===== src/rtl/spi_fetch_unit.sv =====
// spi_fetch_unit
//   Fetches one 32-bit little-endian word from a SPI NOR flash (mode 0,
//   MSB first) for the CPU fetch stage. A transaction is: 8-bit read
//   command, 24-bit address, optional 8 dummy bits, 32 data bits.
//
// Build option:
//   SPI_FETCH_FAST_READ_EN  defined   -> command 0x0B plus 8 dummy bits
//                           undefined -> command 0x03, no dummy phase
//
// Parameters:
//   CLK_DIV         clk cycles per SPI half-period (1..255)
//
// Ports:
//   clk             clock, rising edge
//   rst_n           synchronous active-low reset
//   target_address  flash byte address, captured when a fetch starts
//   start_fetch     level request; held high keeps the result presented
//   fetched_data    fetched word, first flash byte in [7:0]
//   fetch_done      high while the completed word is presented
//   cs              chip select, active-low
//   sclk            SPI clock, idle low
//   mosi            serial data to flash
//   miso            serial data from flash
module spi_fetch_unit #(
  parameter int unsigned CLK_DIV = 1
) (
  input  logic        clk,
  input  logic        rst_n,
  input  logic [23:0] target_address,
  input  logic        start_fetch,
  output logic [31:0] fetched_data,
  output logic        fetch_done,
  output logic        cs,
  output logic        sclk,
  output logic        mosi,
  input  logic        miso
);

`ifdef SPI_FETCH_FAST_READ_EN
  localparam logic [7:0] READ_CMD = 8'h0B;
`else
  localparam logic [7:0] READ_CMD = 8'h03;
`endif

  localparam logic [7:0] DIV_LAST = 8'(CLK_DIV - 1);

  typedef enum logic [2:0] {
    IDLE,
    CMD,
    ADDR,
    DUMMY,
    DATA,
    DONE
  } state_e;

  state_e      state_q, state_d;
  logic [23:0] addr_q,  addr_d;
  logic [7:0]  div_q,   div_d;    // clk count within the current half-period
  logic        phase_q, phase_d;  // 0: sclk low half, 1: sclk high half
  logic [4:0]  bit_q,   bit_d;    // bit index within the current phase
  logic        lead_q,  lead_d;   // one cs-setup cycle before the first bit
  logic [31:0] rx_q,    rx_d;     // partial receive shift register
  logic [31:0] data_q,  data_d;   // presented word, only written on DONE entry

  logic        active;
  logic [4:0]  bit_last;
  state_e      state_after;

  assign active = (state_q == CMD) || (state_q == ADDR) ||
                  (state_q == DUMMY) || (state_q == DATA);

  // Length and successor of each shifting phase.
  always_comb begin
    bit_last    = 5'd7;
    state_after = IDLE;
    case (state_q)
      CMD: begin
        bit_last    = 5'd7;
        state_after = ADDR;
      end
      ADDR: begin
        bit_last = 5'd23;
`ifdef SPI_FETCH_FAST_READ_EN
        state_after = DUMMY;
`else
        state_after = DATA;
`endif
      end
      DUMMY: begin
        bit_last    = 5'd7;
        state_after = DATA;
      end
      DATA: begin
        bit_last    = 5'd31;
        state_after = DONE;
      end
      default: begin
        bit_last    = 5'd7;
        state_after = IDLE;
      end
    endcase
  end

  always_comb begin
    state_d = state_q;
    addr_d  = addr_q;
    div_d   = div_q;
    phase_d = phase_q;
    bit_d   = bit_q;
    lead_d  = lead_q;
    rx_d    = rx_q;
    data_d  = data_q;

    case (state_q)
      IDLE: begin
        if (start_fetch) begin
          addr_d  = target_address;
          state_d = CMD;
          lead_d  = 1'b1;
          div_d   = '0;
          phase_d = 1'b0;
          bit_d   = '0;
        end
      end
      CMD, ADDR, DUMMY, DATA: begin
        if (lead_q) begin
          lead_d = 1'b0;
        end else if (div_q == DIV_LAST) begin
          div_d = '0;
          if (!phase_q) begin
            // This edge raises sclk, so it is also the miso sampling edge.
            phase_d = 1'b1;
            if (state_q == DATA) begin
              rx_d = {rx_q[30:0], miso};
            end
          end else begin
            phase_d = 1'b0;
            if (bit_q == bit_last) begin
              bit_d   = '0;
              state_d = state_after;
              if (state_q == DATA) begin
                // Bytes arrive first-byte-first; the first lands in [7:0].
                data_d = {rx_q[7:0], rx_q[15:8], rx_q[23:16], rx_q[31:24]};
              end
            end else begin
              bit_d = bit_q + 5'd1;
            end
          end
        end else begin
          div_d = div_q + 8'd1;
        end
      end
      DONE: begin
        if (!start_fetch) begin
          state_d = IDLE;
        end
      end
      default: begin
        state_d = IDLE;
      end
    endcase
  end

  always_ff @(posedge clk) begin
    if (!rst_n) begin
      state_q <= IDLE;
      addr_q  <= '0;
      div_q   <= '0;
      phase_q <= 1'b0;
      bit_q   <= '0;
      lead_q  <= 1'b0;
      rx_q    <= '0;
      data_q  <= '0;
    end else begin
      state_q <= state_d;
      addr_q  <= addr_d;
      div_q   <= div_d;
      phase_q <= phase_d;
      bit_q   <= bit_d;
      lead_q  <= lead_d;
      rx_q    <= rx_d;
      data_q  <= data_d;
    end
  end

  // Outputs are decoded from registered state only; mosi follows bit_q,
  // which only advances on the edge that drops sclk.
  logic [2:0] cmd_idx;
  logic [4:0] addr_idx;

  assign cmd_idx  = 3'd7 - bit_q[2:0];
  assign addr_idx = 5'd23 - bit_q;

  always_comb begin
    mosi = 1'b0;
    case (state_q)
      CMD:     mosi = READ_CMD[cmd_idx];
      ADDR:    mosi = addr_q[addr_idx];
      default: mosi = 1'b0;
    endcase
  end

  assign cs           = ~active;
  assign sclk         = active & phase_q & ~lead_q;
  assign fetch_done   = (state_q == DONE);
  assign fetched_data = data_q;

endmodule


===== config.mk =====
export PLATFORM = sky130hd
export DESIGN_NAME = spi_fetch_unit
export DESIGN_NICKNAME = d
export VERILOG_FILES = /design/src/rtl/spi_fetch_unit.sv
export SDC_FILE = /design/constraint.sdc
export NUM_CORES = 1
export LEC_CHECK = 0
export ABC_CLOCK_PERIOD_IN_PS = 4000
export CAP_MARGIN = 20
export CORE_AREA = 3 3 105 107
export CTS_BUF_LIST = sky130_fd_sc_hd__clkbuf_2 sky130_fd_sc_hd__clkbuf_4 sky130_fd_sc_hd__clkbuf_8
export DETAILED_ROUTE_END_ITERATION = 8
export DIE_AREA = 0 0 108 110
export PLACE_DENSITY = 0.67
export SLEW_MARGIN = 0
export SYNTH_ARGS = -nofsm -noshare
export SYNTH_HDL_FRONTEND = slang
export SYNTH_SLANG_ARGS = --single-unit

===== constraint.sdc =====
create_clock -name clk -period 4 [get_ports clk]
set_clock_uncertainty 0.05 [all_clocks]
set_input_delay 0.8 -clock clk [delete_from_list [all_inputs] [get_ports clk]]
set_output_delay 0.8 -clock clk [all_outputs]
set_load 0.005 [all_outputs]

==> out/qor.csv <==
metric,value,unit
outcome,"finished, final reports clean",
cts hold-fix bufs,0,
core region area,10230,um^2
RSZ-0062 raised after global routing,false,
initial antenna violation count,0,
Post-Syn Area,4578,um^2
Remaining DRCs,0,
dominant cell type by area after synthesis,dfxtp_1,
CP Capture Type,primary output,
"most used cell, CP",mux4_2,
"most common cell after layout, fill and taps aside",nand2_1,
"Largest stage delay, worst path",640,ps
htree depth,3,
"Slowest-stage cell, CP",dfxtp_1,
Iter 0 DRT Violations,163,
Startpoint Class,flop,
grt peak-use layer,met2,
fin util,0.5300,
vias per cell,5.207,
post-CTS setup buffer count,0,
Worst Hold Class,flop to flop,
ANT cells,0,
Die H,110,um
most frequent cells in the layout,"nand2_1 (156), dfxtp_1 (106), a21oi_1 (64)",
worst skew pair latency,370,ps
port buffer count,63,
"Seq/Total Area, Yosys",0.4635,
CP cell instances,"mux4_2, mux4_2, nand4_1, o211ai_1, clkdlybuf4s50_1",
layout cell share with drive strength beyond 1,0.1664,
Post-DRT Antenna Nets,0,
Clock Sinks,106,
CP Max Fanout,10,
Ports,64,
Post-Syn Nets,566,
GRT Total Usage,0.1721,
clk buf depth,2,
Reg-to-Reg Start,bit_q[0],
Clock transition at path regs,110,ps
RePlAce Congestion,0.8159,
worst ir drop on vdd,0.1935,mV
CTS root buf,clkbuf_8,
sw power,829.1,uW
WHS,409.3,ps
first-pass GRT wire length,16680,um
Die X,108,um
Slew @ Worst Pin,994.3,ps
power density cells,450.1,nW/um^2
CTS tree,done,
DRT Pass-1 Iters,4,
FF/Latch Area,2122,um^2
initial core utilization,0.4475,
met1 GRT Util,0.2314,
largest net degree at the start of global routing,59,
met3 usage in global routing,0.03727,
Post-synth EDFFs,0,
post-detail-place hpwl,6746,um
Unique masters post-synth,57,
yosys warns,0,
synthesized instance count,535,
sequential share of power,0.501,
fill count,967,
area of the multi-input gates,2228,um^2
Setup CP Type,flop to primary output,
max-slew violations,0,
crit path launch,bit_q[0],
# rows,37,
Fin Setup TNS,0,ps
# setup viols final,0,
ys async rst share,0,
top cells by area in the synthesized netlist,"dfxtp_1 (46%), nand2_1 (13%), a21oi_1 (7.0%)",
top cell type's share of synthesized area,0.4635,
Yosys reg bits,106,
WL per Instance,13.83,um
post-CTS resize count,0,
Setup WS pre-CTS,826.8,ps
HP Start,fetched_data[29],
vias in the first global route,3513,
CP required,3150,ps
sw frac,0.3397,
hold depth,2,
clock period minus worst slack,3550,ps
Slew HR,0.3321,
top_reg_cell synth,dfxtp_1,
M2 GR Usage,0.2829,
final hold violation count,0,
number of max-cap violations,0,
global route overflow,0,
Worst Path Arrival,2700,ps
LEAKAGE,0.001716,uW
setup ws final,450.4,ps
Worst Reg-to-Reg Cells,7,
Comb pwr share,0.240,
Area growth syn-to-layout,18.45,%
period utilisation layout,0.8874,
CTS Buf Count,9,
via count,3744,
Clk pwr share,0.259,
Synth Area per Inst,8.557,um^2
Int Pwr,1612,uW
die footprint,11880,um^2
Post-Route WL,9941,um
achievable frequency,281.7,MHz
NumNets Final,609,
Tot Pwr,2441,uW
## flip-flops by register name, summed over array words and instances (netlist names)
signal and cells:
bit_q 5, addr_q 24, div_q 8, state_q 3, phase_q 1, fetched_data 32
rx_q 32, lead_q 1
## through the flow
stage / cell area, um^2 / std cells
global placement: 5240 / 703
finish: 5423 / 719
global route: 5423 / 719
floorplan: 4578 / 535
detailed placement: 5240 / 703
CTS: 5423 / 719
## power by group through the flow
stage	sequential, uW	combinational, uW	clock, uW
after floorplan	1180	480	0
after global placement	1250	571	0
after detailed placement	1250	583	0
after CTS	1220	585	650
after global routing	1240	654	694
final	1220	585	631
## layer usage
metal | vias to the layer above | wire (um)
li1 | 1894 | -
met1 | 1754 | 4605
met2 | 87 | 4787
met3 | 9 | 461
met4 | 0 | 87
met5 | - | 0
## kinds of logic after synthesis
family / after synthesis / share of synthesized area
compound gates: 128 / 0.1826
xor+xnor: 6 / 0.01148
fa+ha+maj: 3 / 0.008200
buf+inv: 45 / 0.05165
flops: 106 / 0.4635
mux: 9 / 0.03908
simple gates: 238 / 0.2435
## cell usage after synthesis (3+ instances only)
cell      number
a21oi_1       64
a21oi_2       30
buf_12         3
buf_2          6
clkbuf_1      25
dfxtp_1      106
ha_1           3
inv_1          8
mux4_2         7
nand2_1      156
nand2_2       30
nand2b_1       3
nand3_1        5
nor2_1        12
nor3_1         5
nor3b_1        3
o211ai_1       3
o21ai_0        4
o21ai_1        6
o32ai_1        3
or3_1          4
xor2_1         5
## final timing paths
check	endpoint	slack (ps)
max	mosi	450
min	fetched_data[29]	410
max reg2reg	fetched_data[22]	930
min reg2reg	fetched_data[29]	410
## cell type report
type / instances / area share
clock buffer: 9 / 0.02284
clock inverter: 7 / 0.01084
inverter: 8 / 0.005768
multi-input combinational: 384 / 0.4109
sequential: 106 / 0.3913
tap: 136 / 0.03138
timing repair buffer: 69 / 0.1269
## worst max-delay path: cells and delay by family (launching register included)
kind / cells / cell delay [ps]
compound gates: 1 / 100
buf+inv: 1 / 450
mux: 2 / 1040
flops: 1 / 640
simple gates: 1 / 100
No activity file was read; power rests on OpenSTA's default activity.
